File: config.mk
export PLATFORM = sky130hd
export DESIGN_NAME = mc_control_fsm_flat
export DESIGN_NICKNAME = d
export VERILOG_FILES = /design/src/rtl/mc_control_fsm_if.sv /design/src/rtl/mc_control_fsm.sv /design/src/flat_wrapper.sv
export SDC_FILE = /design/constraint.sdc
export NUM_CORES = 1
export LEC_CHECK = 0
export BUFFER_PORTS_ARGS = -buffer_cell sky130_fd_sc_hd__buf_2
export CORE_ASPECT_RATIO = 0.75
export CORE_MARGIN = 2
export CORE_UTILIZATION = 35
export CTS_CLUSTER_DIAMETER = 50
export DETAILED_ROUTE_END_ITERATION = 10
export GPL_ROUTABILITY_DRIVEN = 0
export PLACE_DENSITY = 0.64
export RECOVER_POWER = 25
export SLEW_MARGIN = 20
export SYNTH_ARGS = -nofsm -noshare
export SYNTH_HDL_FRONTEND = slang
export SYNTH_SLANG_ARGS = --single-unit
File: constraint.sdc
create_clock -name clk -period 1.4 [get_ports clk]
set_clock_uncertainty 0.2 [all_clocks]
set_input_delay 0.07 -clock clk [delete_from_list [all_inputs] [get_ports clk]]
set_output_delay 0.07 -clock clk [all_outputs]
set_load 0.05 [all_outputs]
File: src/rtl/mc_control_fsm_if.sv
// mc_control_fsm_if
//   Bundle between the multicycle RV32I main controller and the datapath /
//   memory side.
//   master : the controller (drives the control outputs, reads op/mem_ready)
//   slave  : the datapath and memory (drive op/mem_ready, read the controls)
//   Signals:
//     op[6:0]        opcode field from the instruction register
//     mem_ready      memory completes the current request this cycle
//     pc_update      PC write enable
//     branch         conditional PC update (beq)
//     reg_write      register file write enable
//     mem_write      data memory write enable
//     ir_write       instruction register / OldPC write enable
//     mem_req        memory access in progress
//     adr_src        memory address select (0: PC, 1: ALUOut)
//     result_src[1:0] 00: ALUOut, 01: Data, 10: ALUResult
//     alu_src_a[1:0]  00: PC, 01: OldPC, 10: rs1, 11: zero
//     alu_src_b[1:0]  00: rs2, 01: ImmExt, 10: 4
//     alu_op[1:0]     00: add, 01: sub/compare, 10: funct-decoded
//     illegal_op     high while trapped
//     retire         one-cycle pulse in the last cycle of an instruction
//     state_o[3:0]   current controller state (debug)
interface mc_control_fsm_if;
    logic [6:0] op;
    logic       mem_ready;
    logic       pc_update;
    logic       branch;
    logic       reg_write;
    logic       mem_write;
    logic       ir_write;
    logic       mem_req;
    logic       adr_src;
    logic [1:0] result_src;
    logic [1:0] alu_src_a;
    logic [1:0] alu_src_b;
    logic [1:0] alu_op;
    logic       illegal_op;
    logic       retire;
    logic [3:0] state_o;

    modport master (
        input  op, mem_ready,
        output pc_update, branch, reg_write, mem_write, ir_write, mem_req,
               adr_src, result_src, alu_src_a, alu_src_b, alu_op,
               illegal_op, retire, state_o
    );

    modport slave (
        output op, mem_ready,
        input  pc_update, branch, reg_write, mem_write, ir_write, mem_req,
               adr_src, result_src, alu_src_a, alu_src_b, alu_op,
               illegal_op, retire, state_o
    );
endinterface

File: src/rtl/mc_control_fsm.sv
// mc_control_fsm
//   Main controller for the multicycle RV32I core. Decodes the opcode and
//   sequences fetch / decode / execute / writeback, with a memory ready
//   handshake, optional jalr/lui/auipc support and an illegal-opcode trap.
//   Ports:
//     clk    rising-edge clock
//     reset  asynchronous, active-high; forces FETCH immediately
//     bus    mc_control_fsm_if.master (op, mem_ready in; datapath controls out)
//   Parameters:
//     MEM_WAIT_EN  1: fetch/load/store wait for mem_ready; 0: mem_ready ignored
//     EXT_OPS      1: decode jalr/lui/auipc; 0: treat them as illegal
//     TRAP_EN      1: illegal op traps until reset; 0: illegal op retires as nop
//
//   state | meaning
//   ------+--------------------------------------------------------------
//    0    | FETCH    read instruction at PC, PC <- PC+4 when memory ready
//    1    | DECODE   read registers, compute branch/jump target, dispatch
//    2    | MEMADR   rs1 + imm for lw/sw
//    3    | MEMREAD  data read, wait for memory
//    4    | MEMWB    load data -> rd
//    5    | MEMWRITE data write, wait for memory
//    6    | EXECR    R-type ALU operation
//    7    | ALUWB    ALUOut -> rd
//    8    | EXECI    I-type ALU operation
//    9    | JAL      PC <- target, ALUOut <- OldPC+4
//    10   | BEQ      compare and conditionally branch
//    11   | JALRADR  rs1 + imm
//    12   | JALR     PC <- rs1+imm, ALUOut <- OldPC+4
//    13   | LUI      0 + imm
//    14   | AUIPC    OldPC + imm
//    15   | TRAP     illegal opcode, sticky until reset
module mc_control_fsm #(
    parameter bit MEM_WAIT_EN = 1'b1,
    parameter bit EXT_OPS     = 1'b1,
    parameter bit TRAP_EN     = 1'b1
) (
    input  logic             clk,
    input  logic             reset,
    mc_control_fsm_if.master bus
);

    localparam logic [6:0] OP_R     = 7'b0110011;
    localparam logic [6:0] OP_I     = 7'b0010011;
    localparam logic [6:0] OP_LW    = 7'b0000011;
    localparam logic [6:0] OP_SW    = 7'b0100011;
    localparam logic [6:0] OP_BEQ   = 7'b1100011;
    localparam logic [6:0] OP_JAL   = 7'b1101111;
    localparam logic [6:0] OP_JALR  = 7'b1100111;
    localparam logic [6:0] OP_LUI   = 7'b0110111;
    localparam logic [6:0] OP_AUIPC = 7'b0010111;

    typedef enum logic [3:0] {
        S_FETCH    = 4'd0,
        S_DECODE   = 4'd1,
        S_MEMADR   = 4'd2,
        S_MEMREAD  = 4'd3,
        S_MEMWB    = 4'd4,
        S_MEMWRITE = 4'd5,
        S_EXECR    = 4'd6,
        S_ALUWB    = 4'd7,
        S_EXECI    = 4'd8,
        S_JAL      = 4'd9,
        S_BEQ      = 4'd10,
        S_JALRADR  = 4'd11,
        S_JALR     = 4'd12,
        S_LUI      = 4'd13,
        S_AUIPC    = 4'd14,
        S_TRAP     = 4'd15
    } state_t;

    state_t state;
    state_t state_nxt;

    logic       rdy;
    logic       op_illegal;
    logic       pc_update;
    logic       branch;
    logic       reg_write;
    logic       mem_write;
    logic       ir_write;
    logic       mem_req;
    logic       adr_src;
    logic [1:0] result_src;
    logic [1:0] alu_src_a;
    logic [1:0] alu_src_b;
    logic [1:0] alu_op;
    logic       illegal_op;
    logic       retire;

    // With the handshake disabled every memory access completes at once.
    assign rdy = bus.mem_ready | ~MEM_WAIT_EN;

    always_ff @(posedge clk or posedge reset) begin
        if (reset) begin
            state <= S_FETCH;
        end else begin
            state <= state_nxt;
        end
    end

    always_comb begin
        state_nxt  = state;
        op_illegal = 1'b0;
        pc_update  = 1'b0;
        branch     = 1'b0;
        reg_write  = 1'b0;
        mem_write  = 1'b0;
        ir_write   = 1'b0;
        mem_req    = 1'b0;
        adr_src    = 1'b0;
        result_src = 2'b00;
        alu_src_a  = 2'b00;
        alu_src_b  = 2'b00;
        alu_op     = 2'b00;
        illegal_op = 1'b0;
        retire     = 1'b0;

        unique case (state)
            S_FETCH: begin
                mem_req    = 1'b1;
                alu_src_a  = 2'b00;
                alu_src_b  = 2'b10;
                result_src = 2'b10;
                // PC and IR only load in the cycle memory actually returns data.
                ir_write   = rdy;
                pc_update  = rdy;
                if (rdy) state_nxt = S_DECODE;
            end
            S_DECODE: begin
                alu_src_a = 2'b01;
                alu_src_b = 2'b01;
                case (bus.op)
                    OP_R:         state_nxt = S_EXECR;
                    OP_I:         state_nxt = S_EXECI;
                    OP_LW, OP_SW: state_nxt = S_MEMADR;
                    OP_BEQ:       state_nxt = S_BEQ;
                    OP_JAL:       state_nxt = S_JAL;
                    OP_JALR: begin
                        if (EXT_OPS) state_nxt = S_JALRADR;
                        else         op_illegal = 1'b1;
                    end
                    OP_LUI: begin
                        if (EXT_OPS) state_nxt = S_LUI;
                        else         op_illegal = 1'b1;
                    end
                    OP_AUIPC: begin
                        if (EXT_OPS) state_nxt = S_AUIPC;
                        else         op_illegal = 1'b1;
                    end
                    default:      op_illegal = 1'b1;
                endcase
                // Without a trap the illegal op retires as a nop; the PC was
                // already advanced in FETCH.
                if (op_illegal) begin
                    if (TRAP_EN) begin
                        state_nxt = S_TRAP;
                    end else begin
                        state_nxt = S_FETCH;
                        retire    = 1'b1;
                    end
                end
            end
            S_MEMADR: begin
                alu_src_a = 2'b10;
                alu_src_b = 2'b01;
                state_nxt = (bus.op == OP_LW) ? S_MEMREAD : S_MEMWRITE;
            end
            S_MEMREAD: begin
                adr_src = 1'b1;
                mem_req = 1'b1;
                if (rdy) state_nxt = S_MEMWB;
            end
            S_MEMWB: begin
                result_src = 2'b01;
                reg_write  = 1'b1;
                retire     = 1'b1;
                state_nxt  = S_FETCH;
            end
            S_MEMWRITE: begin
                adr_src   = 1'b1;
                mem_req   = 1'b1;
                mem_write = 1'b1;
                retire    = rdy;
                if (rdy) state_nxt = S_FETCH;
            end
            S_EXECR: begin
                alu_src_a = 2'b10;
                alu_src_b = 2'b00;
                alu_op    = 2'b10;
                state_nxt = S_ALUWB;
            end
            S_ALUWB: begin
                result_src = 2'b00;
                reg_write  = 1'b1;
                retire     = 1'b1;
                state_nxt  = S_FETCH;
            end
            S_EXECI: begin
                alu_src_a = 2'b10;
                alu_src_b = 2'b01;
                alu_op    = 2'b10;
                state_nxt = S_ALUWB;
            end
            S_JAL: begin
                alu_src_a  = 2'b01;
                alu_src_b  = 2'b10;
                result_src = 2'b00;
                pc_update  = 1'b1;
                state_nxt  = S_ALUWB;
            end
            S_BEQ: begin
                alu_src_a = 2'b10;
                alu_src_b = 2'b00;
                alu_op    = 2'b01;
                branch    = 1'b1;
                retire    = 1'b1;
                state_nxt = S_FETCH;
            end
            S_JALRADR: begin
                alu_src_a = 2'b10;
                alu_src_b = 2'b01;
                state_nxt = S_JALR;
            end
            S_JALR: begin
                // ALUOut holds rs1+imm for the PC while the ALU forms OldPC+4.
                alu_src_a  = 2'b01;
                alu_src_b  = 2'b10;
                result_src = 2'b00;
                pc_update  = 1'b1;
                state_nxt  = S_ALUWB;
            end
            S_LUI: begin
                alu_src_a = 2'b11;
                alu_src_b = 2'b01;
                state_nxt = S_ALUWB;
            end
            S_AUIPC: begin
                alu_src_a = 2'b01;
                alu_src_b = 2'b01;
                state_nxt = S_ALUWB;
            end
            S_TRAP: begin
                illegal_op = 1'b1;
            end
            default: begin
                state_nxt = S_FETCH;
            end
        endcase
    end

    assign bus.pc_update  = pc_update;
    assign bus.branch     = branch;
    assign bus.reg_write  = reg_write;
    assign bus.mem_write  = mem_write;
    assign bus.ir_write   = ir_write;
    assign bus.mem_req    = mem_req;
    assign bus.adr_src    = adr_src;
    assign bus.result_src = result_src;
    assign bus.alu_src_a  = alu_src_a;
    assign bus.alu_src_b  = alu_src_b;
    assign bus.alu_op     = alu_op;
    assign bus.illegal_op = illegal_op;
    assign bus.retire     = retire;
    assign bus.state_o    = state;

endmodule

File: src/flat_wrapper.sv
// flat-port wrapper written by rule: the top's interface ports become plain ports
module mc_control_fsm_flat 
#(
    parameter bit MEM_WAIT_EN = 1'b1,
    parameter bit EXT_OPS     = 1'b1,
    parameter bit TRAP_EN     = 1'b1
)
  (clk, reset, bus_op, bus_mem_ready, bus_pc_update, bus_branch, bus_reg_write, bus_mem_write, bus_ir_write, bus_mem_req, bus_adr_src, bus_result_src, bus_alu_src_a, bus_alu_src_b, bus_alu_op, bus_illegal_op, bus_retire, bus_state_o);
  mc_control_fsm_if bus_i ();
  input  logic clk;
  input  logic reset;
  input wire logic [$bits(bus_i.op)-1:0] bus_op;
  input wire logic [$bits(bus_i.mem_ready)-1:0] bus_mem_ready;
  output wire logic [$bits(bus_i.pc_update)-1:0] bus_pc_update;
  output wire logic [$bits(bus_i.branch)-1:0] bus_branch;
  output wire logic [$bits(bus_i.reg_write)-1:0] bus_reg_write;
  output wire logic [$bits(bus_i.mem_write)-1:0] bus_mem_write;
  output wire logic [$bits(bus_i.ir_write)-1:0] bus_ir_write;
  output wire logic [$bits(bus_i.mem_req)-1:0] bus_mem_req;
  output wire logic [$bits(bus_i.adr_src)-1:0] bus_adr_src;
  output wire logic [$bits(bus_i.result_src)-1:0] bus_result_src;
  output wire logic [$bits(bus_i.alu_src_a)-1:0] bus_alu_src_a;
  output wire logic [$bits(bus_i.alu_src_b)-1:0] bus_alu_src_b;
  output wire logic [$bits(bus_i.alu_op)-1:0] bus_alu_op;
  output wire logic [$bits(bus_i.illegal_op)-1:0] bus_illegal_op;
  output wire logic [$bits(bus_i.retire)-1:0] bus_retire;
  output wire logic [$bits(bus_i.state_o)-1:0] bus_state_o;
  assign bus_i.op = bus_op;
  assign bus_i.mem_ready = bus_mem_ready;
  assign bus_pc_update = bus_i.pc_update;
  assign bus_branch = bus_i.branch;
  assign bus_reg_write = bus_i.reg_write;
  assign bus_mem_write = bus_i.mem_write;
  assign bus_ir_write = bus_i.ir_write;
  assign bus_mem_req = bus_i.mem_req;
  assign bus_adr_src = bus_i.adr_src;
  assign bus_result_src = bus_i.result_src;
  assign bus_alu_src_a = bus_i.alu_src_a;
  assign bus_alu_src_b = bus_i.alu_src_b;
  assign bus_alu_op = bus_i.alu_op;
  assign bus_illegal_op = bus_i.illegal_op;
  assign bus_retire = bus_i.retire;
  assign bus_state_o = bus_i.state_o;
  mc_control_fsm #(.MEM_WAIT_EN(MEM_WAIT_EN), .EXT_OPS(EXT_OPS), .TRAP_EN(TRAP_EN)) u_core (.clk(clk), .reset(reset), .bus(bus_i));
endmodule
==> qor.txt <==
status - finished, violations left
failing checks - negative setup slack
cell taking the most area after synthesis - dfrtp_1
area delta synth->final - 149.2%
number of nets in the layout - 186
top routing layer used - met4
post-synthesis mux area share - 3.020%
chip height - 42.85 um
WL met1 - 1483 um
die area - 2391 um2
Rel. slew slack - 75.42%
sequential area share after synthesis - 14.21%
RSZ-0062 raised after global routing - true
Placeable Area - 1944 um2
post-synth top area share - 14.21%
Synth Area in Simple Gates - 45.29%
first-pass GRT wire length - 5568 um
Syn Std Cell Area - 704.4 um2
Crit Path Max Fanout - 6
cell with the most instances after synthesis - nor2_1
Worst Hold Class - input port to async pin
final-report max-slew violation count - 0
leading post-synthesis cells by cell area - dfrtp_1 14%, nor2_1 8.0%, a21oi_1 7.1%
Initial Util - 36.23%
Crit Path Class - register to output pin
adder and majority gate portion of the synthesized area - 0%
root buf cell - clkbuf_4
port buffer count - 30
ratio of final minimum period to clock period - 133.7%
total gr overflow - 0
Syn Inst Count - 101
Post-synth top flop - dfrtp_1
Final Hold Viols - 0
Clk Latency, worst-skew pair - 0.25 ns
layout cell share with drive strength beyond 1 - 75.86%
H-tree Lvls - 1
num rows - 14
TritonRoute pass-1 iters - 4
met3 WL post-DR - 230 um
diodes inserted - 0
I/O pin cnt - 31
number of antenna violations at the first check in global routing - 0
Critical Path RT - 1.13 ns
syn_area_per_cell - 6.975 um2
clock sinks - 4
Critical Path Sink Type - output pin
Yosys reg bits - 4
die width - 55.80 um
Async S/R FF share, synth - 100.0%
number of DRC markers in iteration 0 - 46
DRC violations left - 0
largest net degree at the start of global routing - 9
synth warn - 0
Synth Area in XOR/XNOR - 1.243%
worst-margin pin slew - 0.3660 ns
Reg2Reg Setup Slack - -0.41 ns
final setup TNS - -7.187 ns
number of global-route vias before repair - 1,136
remaining antenna violation count after routing - 0
largest family of logic cells by synthesized area - simple AND/OR/NAND/NOR gates
CTS tree - yes
clk slew on worst S/H paths - 0.04 ns
Max-cap violations - 0
syn nets - 111
max reg flops - 4
WL per Instance - 18.35 um
post-DP HPWL - 1998 um
TritonCTS buffer count - 3
clock buffer depth - 2
synth unique cells - 43
DR WL met2 - 1732 um
Post-synth top cells - 15 x nor2_1, 10 x a21oi_1, 7 x nand2_1
vias after detailed routing - 1,131
Final WS setup - -0.4716 ns
Total GRT Usage - 31.43%
Max Clock Freq - 534.3 MHz
startpoint types - register
Tmin final - 1.872 ns
Routed WL - 3633 um
Crit path arrival time - 1.60 ns
compound-cell area share of the yosys netlist - 27.35%
Final Setup Violations - 22
drt via density - 5.712
Post-synth EDFFs - 0
## metrics by stage
step           util (%)  instances  hold WS, ns  worst slack [ns]  cell area (um2)
2_1_floorplan         -        101      -0.3639           -0.7621            908.4
3_3_place_gp      63.26        175      -0.2417           -0.2601             1230
3_5_place_dp      63.26        175      -0.2328           -0.2959             1230
4_1_cts           84.81        193      0.06425           -0.3748             1649
5_1_grt           90.28        198      0.07904           -0.5326             1755
6_report          90.28        198      0.06141           -0.4716             1755
## worst max-delay path, cell delays in order, from the launching register on
cell and delay, ns:
dfrtp_2 0.46, buf_4 0.17, nand2b_1 0.18, nor2_1 0.21, a21oi_2 0.07, nor2_4 0.12, buf_8 0.15
## final timing paths
kind | start | cells after the start | endpoint
min in group clk | bus_op[5] | 3 | u_core.bus.state_o[0]
max in group asynchronous | reset | 3 | u_core.bus.state_o[2]
min | reset | 3 | u_core.bus.state_o[0]
max reg2reg | u_core.bus.state_o[2] | 5 | u_core.bus.state_o[2]
max | u_core.bus.state_o[1] | 6 | bus_alu_op[1]
min reg2reg | u_core.bus.state_o[3] | 2 | u_core.bus.state_o[0]
## cell type report
type	count	area, um2
Fill cell	92	188.9
Tap cell	24	30.03
Sequential cell	4	105.1
Multi-Input combinational cell	84	804.5
Clock buffer	3	22.52
Timing Repair Buffer	79	772.0
Inverter	4	21.27
## timing repair
item,in CTS,in global routing
pin swaps,14,10
gates resized for setup,81,20
hold buffers,1,0
endpoints found under the setup margin,22,25
endpoints found under the hold margin,4,0
setup buffers,14,5
## cells in the final DEF, fill, tap and decap left out, drive strengths merged, types with 3 or more instances in the layout
cell     n
nor2    15
dfrtp    4
buf     77
a21oi   10
nand3    3
nor2b    4
nand2b   4
inv      3
clkbuf   4
o21ai    5
nand2    7
## cells by family (layout without fill, tap and decap cells)
family / count (synthesis) / in the layout
AO/OA/AOI/OAI: 28 / 28
XOR/XNOR: 1 / 1
buffers and inverters: 13 / 86
flip-flops: 4 / 4
multiplexers: 2 / 2
AND/OR/NAND/NOR: 53 / 53
## routing by layer
layer / global-route usage [%] / vias up
li1: - / 509
met1: 35.78 / 541
met2: 52.14 / 61
met3: 9.451 / 20
met4: 19.02 / 0
met5: 0 / -
Power is left out: the tool's default activity adds up to more than one toggle a clock period on the data nets, which glitch-free logic cannot reach.
